`config.mk`:
```
export PLATFORM = sky130hd
export DESIGN_NAME = hazard_forward_unit
export DESIGN_NICKNAME = d
export VERILOG_FILES = /design/src/rtl/hazard_forward_unit.sv
export SDC_FILE = /design/constraint.sdc
export NUM_CORES = 1
export LEC_CHECK = 0
export CAP_MARGIN = 20
export CORE_MARGIN = 1
export CORE_UTILIZATION = 41
export DETAILED_ROUTE_END_ITERATION = 6
export PLACE_DENSITY = 0.82
export SYNTH_ARGS = -nofsm -noshare
export SYNTH_HDL_FRONTEND = slang
export SYNTH_SLANG_ARGS = --single-unit
```
`constraint.sdc`:
```
create_clock -name clk -period 2.38 [get_ports clk]
set_clock_uncertainty 0.05 [all_clocks]
set_input_delay 0.476 -clock clk [delete_from_list [all_inputs] [get_ports clk]]
set_output_delay 0.476 -clock clk [all_outputs]
set_load 0.02 [all_outputs]
```
`src/rtl/hazard_forward_unit.sv`:
```
// Load-use stall and EX operand-forward select generation for the 5-stage pipeline.
// Optional stall counter enabled by defining HFU_STALL_COUNT_EN.
module hazard_forward_unit #(
    parameter int               REG_W    = 5,
    parameter logic [REG_W-1:0] ZERO_REG = '0
) (
    input  logic             clk,
    input  logic             rst_n,
    input  logic             id_valid,
    input  logic [REG_W-1:0] id_rs,
    input  logic [REG_W-1:0] id_rt,
    input  logic             id_uses_rt,
    input  logic [REG_W-1:0] id_dest,
    input  logic             id_reg_write,
    input  logic             id_mem_read,
    input  logic             flush,
    output logic             stall,
    output logic [1:0]       fwd_a,
    output logic [1:0]       fwd_b,
    output logic [15:0]      stall_count
);

    typedef struct packed {
        logic             valid;
        logic [REG_W-1:0] dest;
        logic             reg_write;
        logic             mem_read;
    } ex_slot_t;

    typedef struct packed {
        logic             valid;
        logic [REG_W-1:0] dest;
        logic             reg_write;
    } mem_slot_t;

    // The WB slot never drives a select (write-before-read regfile),
    // so only EX and MEM occupants are kept.
    ex_slot_t  ex_q, ex_d;
    mem_slot_t mem_q, mem_d;
    logic [1:0] fwd_a_q, fwd_a_d;
    logic [1:0] fwd_b_q, fwd_b_d;

    logic ex_rs, ex_rt, mem_rs, mem_rt;
    logic accept;

    always_comb begin
        ex_rs  = ex_q.valid && ex_q.reg_write &&
                 (ex_q.dest == id_rs) && (id_rs != ZERO_REG);
        ex_rt  = ex_q.valid && ex_q.reg_write &&
                 (ex_q.dest == id_rt) && (id_rt != ZERO_REG);
        mem_rs = mem_q.valid && mem_q.reg_write &&
                 (mem_q.dest == id_rs) && (id_rs != ZERO_REG);
        mem_rt = mem_q.valid && mem_q.reg_write &&
                 (mem_q.dest == id_rt) && (id_rt != ZERO_REG);
    end

    assign stall = id_valid && !flush && ex_q.mem_read &&
                   (ex_rs || (id_uses_rt && ex_rt));
    assign accept = id_valid && !flush && !stall;

    always_comb begin
        ex_d            = '0;
        mem_d.valid     = ex_q.valid;
        mem_d.dest      = ex_q.dest;
        mem_d.reg_write = ex_q.reg_write;
        fwd_a_d         = 2'b00;
        fwd_b_d         = 2'b00;
        if (accept) begin
            ex_d.valid     = 1'b1;
            ex_d.dest      = id_dest;
            ex_d.reg_write = id_reg_write;
            ex_d.mem_read  = id_mem_read;
            if (ex_rs)
                fwd_a_d = 2'b10;
            else if (mem_rs)
                fwd_a_d = 2'b01;
            if (id_uses_rt) begin
                if (ex_rt)
                    fwd_b_d = 2'b10;
                else if (mem_rt)
                    fwd_b_d = 2'b01;
            end
        end
    end

    always_ff @(posedge clk or negedge rst_n) begin
        if (!rst_n) begin
            ex_q    <= '0;
            mem_q   <= '0;
            fwd_a_q <= 2'b00;
            fwd_b_q <= 2'b00;
        end else begin
            ex_q    <= ex_d;
            mem_q   <= mem_d;
            fwd_a_q <= fwd_a_d;
            fwd_b_q <= fwd_b_d;
        end
    end

    assign fwd_a = fwd_a_q;
    assign fwd_b = fwd_b_q;

`ifdef HFU_STALL_COUNT_EN
    logic [15:0] cnt_q, cnt_d;

    always_comb begin
        cnt_d = cnt_q;
        if (stall && (cnt_q != 16'hFFFF))
            cnt_d = cnt_q + 16'd1;
    end

    always_ff @(posedge clk or negedge rst_n) begin
        if (!rst_n)
            cnt_q <= 16'h0000;
        else
            cnt_q <= cnt_d;
    end

    assign stall_count = cnt_q;
`else
    assign stall_count = 16'h0000;
`endif

endmodule

```
**Yosys cells after proc, flatten, opt, wreduce, memory -nomap -nowiden**

Cells that the tools add are included.

- Flip-flop bits (word level): 19
- Bits of input ports: 22
- Output and inout port bits: 21

- Eq/ne operators: 4
- Mux-type cells: 8
- Reduce and logical (&&, ||, !) cells: 20

Operators by type and width:

| kind | number |
|---|---|
| $eq 5x5->1 | 4 |
| $logic_and 1x1->1 | 15 |
| $mux 2 | 5 |
| $reduce_bool 5->1 | 2 |
| $mux 8 | 1 |
| $logic_not 1->1 | 2 |
| $mux 1 | 2 |
| $logic_or 1x1->1 | 1 |

**Longest topological paths before layout**

- Word-level depth: 9
- Depth in mapped cells: 6

**Worst setup path after synthesis**

OpenSTA, ideal clock, no wires.

- Path kind: input to output
- From: input port id_rt[0]
- To: output port stall
- Arrival: 1702 ps
- Data required time: 1854 ps
- Slack: 152 ps
- Cell stages on the path: 6
- Cells stage by stage: or4_1 o21ai_1 nor4_1 o21a_1 buf_6 and2_4

- Cells in the longest elaborated chain, start to end: 6
- Elaborated cells on any way between the ends: 7
- Those cells by class: 1 x eq/ne; 6 x reduce/logical

Ends and longest elaborated chain:

| element | line | text |
|---|---|---|
| start, declared | 11 | `input logic [REG_W-1:0] id_rt,` |
| $eq 5x5->1 | 50 | `(ex_q.dest == id_rt) && (id_rt != ZERO_REG);` |
| $logic_and 1x1->1 | 49 | `ex_rt = ex_q.valid && ex_q.reg_write &&` |
| $logic_and 1x1->1 * | 50 |  |
| $logic_and 1x1->1 * | 58 | `(ex_rs \|\| (id_uses_rt && ex_rt));` |
| $logic_or 1x1->1 * | 58 |  |
| $logic_and 1x1->1 * | 57 | `assign stall = id_valid && !flush && ex_q.mem_read &&` |
| end, declared | 17 | `output logic stall,` |

Every way passes the cells marked *; elsewhere a longest branch is shown, timed or not.

**Worst setup path in the final report**

- From: input port id_rt[1]
- To: output port stall

The elaborated chain is that of the path after synthesis.

==> impl_metrics.json <==
{
  "outcome": "complete, but fails checks",
  "violations": "negative setup slack",
  "tritoncts": "yes",
  "hold_violations": 0,
  "cts_hold_buf": 0,
  "num_vias": 812,
  "grt_pass1_wl_um": 3440,
  "start_kind": "input port",
  "drc_errors": 0,
  "final_cell_mix": "dfrtp_1 (19), buf_4 (17), conb_1 (16), clkdlybuf4s50_1 (15), xnor2_1 (10)",
  "clock_latency_ns": 0.29,
  "cts_buffers": 3,
  "synth_area_um2": 1010,
  "worstPathArrival_ns": 1.86,
  "pre_cts_slack_ns": -0.758,
  "avgViaCountPerCell": 4.69,
  "cpMostUsedCell": "buf_6",
  "drive_gt1_share_pct": 30.3,
  "ios": 43,
  "netlist.area_leader.share_pct": 47.0,
  "clkTransAtPathRegs_ns": 0.10,
  "routabilityCongestion": 1.00,
  "dr_wl_met2_um": 1090,
  "reg2reg_setup_slack_ns": 0.56,
  "synth.avg_cell_area_um2": 10.3,
  "top_layer": "met4",
  "slew_viol_final": 0,
  "die-height_um": 51.7,
  "core_um2": 2280,
  "comb_power_share_pct": 21.8,
  "cts_buffer_depth": 2,
  "slowest_stage": "or4_4",
  "yosysUniqueCellTypes": 28,
  "syn_to_final_growth_pct": 44.4,
  "required_ns": 1.85,
  "fin_crit_ns": 2.38,
  "path_buf_inv": 2,
  "wl_met3_um": 140,
  "syn_inst": 98,
  "grt_pass1_vias": 792,
  "seq_power_share_pct": 53.8,
  "cts_max_level": 1,
  "finalSetupTns_ns": -0.00298,
  "ys_seq_area_share_pct": 47.0,
  "fin_util_pct": 64.2,
  "grt_use_total_pct": 18.2,
  "ys_top_cells_by_area": "dfrtp_1 (47%), buf_4 (12%), xnor2_1 (9.5%)",
  "ys_warn_count": 0,
  "hp-class": "reg -> reg",
  "grt_overflow_total": 0,
  "fp.dieArea_um2": 2670,
  "p_per_area_nw_per_um2": 435,
  "diodes": 0,
  "ys_seq_elements": 19,
  "drt-met1-wl_um": 928,
  "cap_viol_max_count": 0,
  "yosysTopAreaCell": "dfrtp_1",
  "place.port_buffers": 26,
  "drt_iter0_drc": 3,
  "finalCritPeriodShare_pct": 100,
  "end_kind": "output pin",
  "cts.sinks": 19,
  "worst_slack_ns": -0.00298,
  "n_fill_cell": 203,
  "setup_violations": 1,
  "dp_hpwl_um": 1670,
  "p_clk_share_pct": 24.5,
  "postRouteAntennaNets": 0,
  "clockRootBuffer": "clkbuf_4",
  "path_class": "in -> out",
  "die_w_um": 51.7,
  "rows": 17,
  "crit_family": "simple AND/OR/NAND/NOR gates",
  "crit_chain": "buf_6, or4_4, o21ai_4, nor4_4, o21a_1, and2_4, buf_6",
  "routedWlPerCell_um": 12.8,
  "final_common_cell": "dfrtp_1",
  "irDropWorstVdd_mv": 0.304,
  "start_util_pct": 44.4,
  "p_sw_share_pct": 26.9,
  "cpPeakStageDelay_ns": 0.54,
  "drt_wl_total_um": 2210,
  "drt_pass1_iterations": 4,
  "cp_max_fo": 2,
  "nets": 168,
  "fmax_ghz": 0.420,
  "grt_setup_unrepaired": "true",
  "finalPower_uw": 634,
  "leakage_nw": 0.680,
  "internal_power_uw": 464,
  "grt_max_degree": 20,
  "antenna_found_initial": 0,
  "net-switching-power_uw": 171
}
[routing by layer]
| metal | track usage (%) | vias up |
|---|---|---|
| li1 | - | 386 |
| met1 | 20.8 | 383 |
| met2 | 30.1 | 37 |
| met3 | 4.97 | 6 |
| met4 | 11.3 | 0 |
| met5 | 0 | - |
[cells in the mapped netlist (all sizes together)]
cell type / n
buf: 17
nand2: 9
nand3: 1
xor2: 7
o21ai: 1
nor3: 1
and2: 1
xnor2: 11
dfrtp: 19
nor4: 3
nor2: 9
or3: 1
a2111oi: 2
o21a: 1
a221o: 1
or4: 2
nor3b: 2
o221ai: 1
nor2b: 1
inv: 2
conb: 1
nand2b: 1
and3: 1
clkbuf: 1
nand4: 2
[through the flow]
| step | hold slack [ns] | cells | area (µm²) |
|---|---|---|---|
| after global placement | 0.306 | 165 | 1350 |
| final | 0.345 | 173 | 1460 |
| after detailed placement | 0.318 | 165 | 1350 |
| after global routing | 0.358 | 173 | 1460 |
| after CTS | 0.343 | 172 | 1440 |
| after floorplan | 0.130 | 113 | 1070 |
[repair_timing]
item | 4_1_cts | 5_1_grt
gates resized for setup | 53 | 5
endpoints found under the setup margin | 1 | 1
pin swaps | 12 | 4
endpoints found under the hold margin | 0 | 0
setup buffers | 3 | 1
[layout make-up]
cell class | instances | area [µm²] | area share [%]
repair buffers | 46 | 400 | 27.4
flip-flops and latches | 19 | 475 | 32.6
multi-input cells | 74 | 515 | 35.3
clock buffers | 4 | 26.3 | 1.80
well taps | 28 | 35.0 | 2.40
inverters | 2 | 7.51 | 0.514
[sequential cells by signal (all words and copies together), names as in the netlist]
register  flops
fwd_a         2
fwd_b         2
mem_q         7
ex_q          8
[worst paths after layout]
kind | endpoint | depth (start not counted) | start
max in group asynchronous | mem_q[4]$_DFF_PN0_ | 2 | rst_n
min reg2reg | mem_q[0]$_DFF_PN0_ | 0 | ex_q[1]$_DFF_PN0_
min | mem_q[0]$_DFF_PN0_ | 0 | ex_q[1]$_DFF_PN0_
max | stall | 7 | id_rt[1]
max reg2reg | ex_q[4]$_DFF_PN0_ | 9 | ex_q[6]$_DFF_PN0_
min in group asynchronous | fwd_a[1]$_DFF_PN0_ | 2 | rst_n
[worst register-to-register path, delay by kind of cell, from the launching register on]
family          cells  cell delay, ns
buf+inv             4            0.49
flops               1            0.44
simple gates        3            0.44
compound gates      1            0.18
xor+xnor            1            0.13
[power by group through the flow]
stage	combinational, mW	clock [mW]	sequential, mW
floorplan	0.0771	0	0.346
global placement	0.125	0	0.347
detailed placement	0.128	0	0.347
CTS	0.135	0.166	0.341
global route	0.148	0.178	0.343
finish	0.138	0.155	0.341
[kinds of logic after synthesis]
kind of cell | Yosys count | share of synthesized area (%)
other cells | 1 | 0.371
flops | 19 | 47.0
simple gates | 34 | 17.8
buf+inv | 20 | 14.1
xor+xnor | 18 | 15.6
compound gates | 6 | 5.07
(Power assumes the default switching activity.)
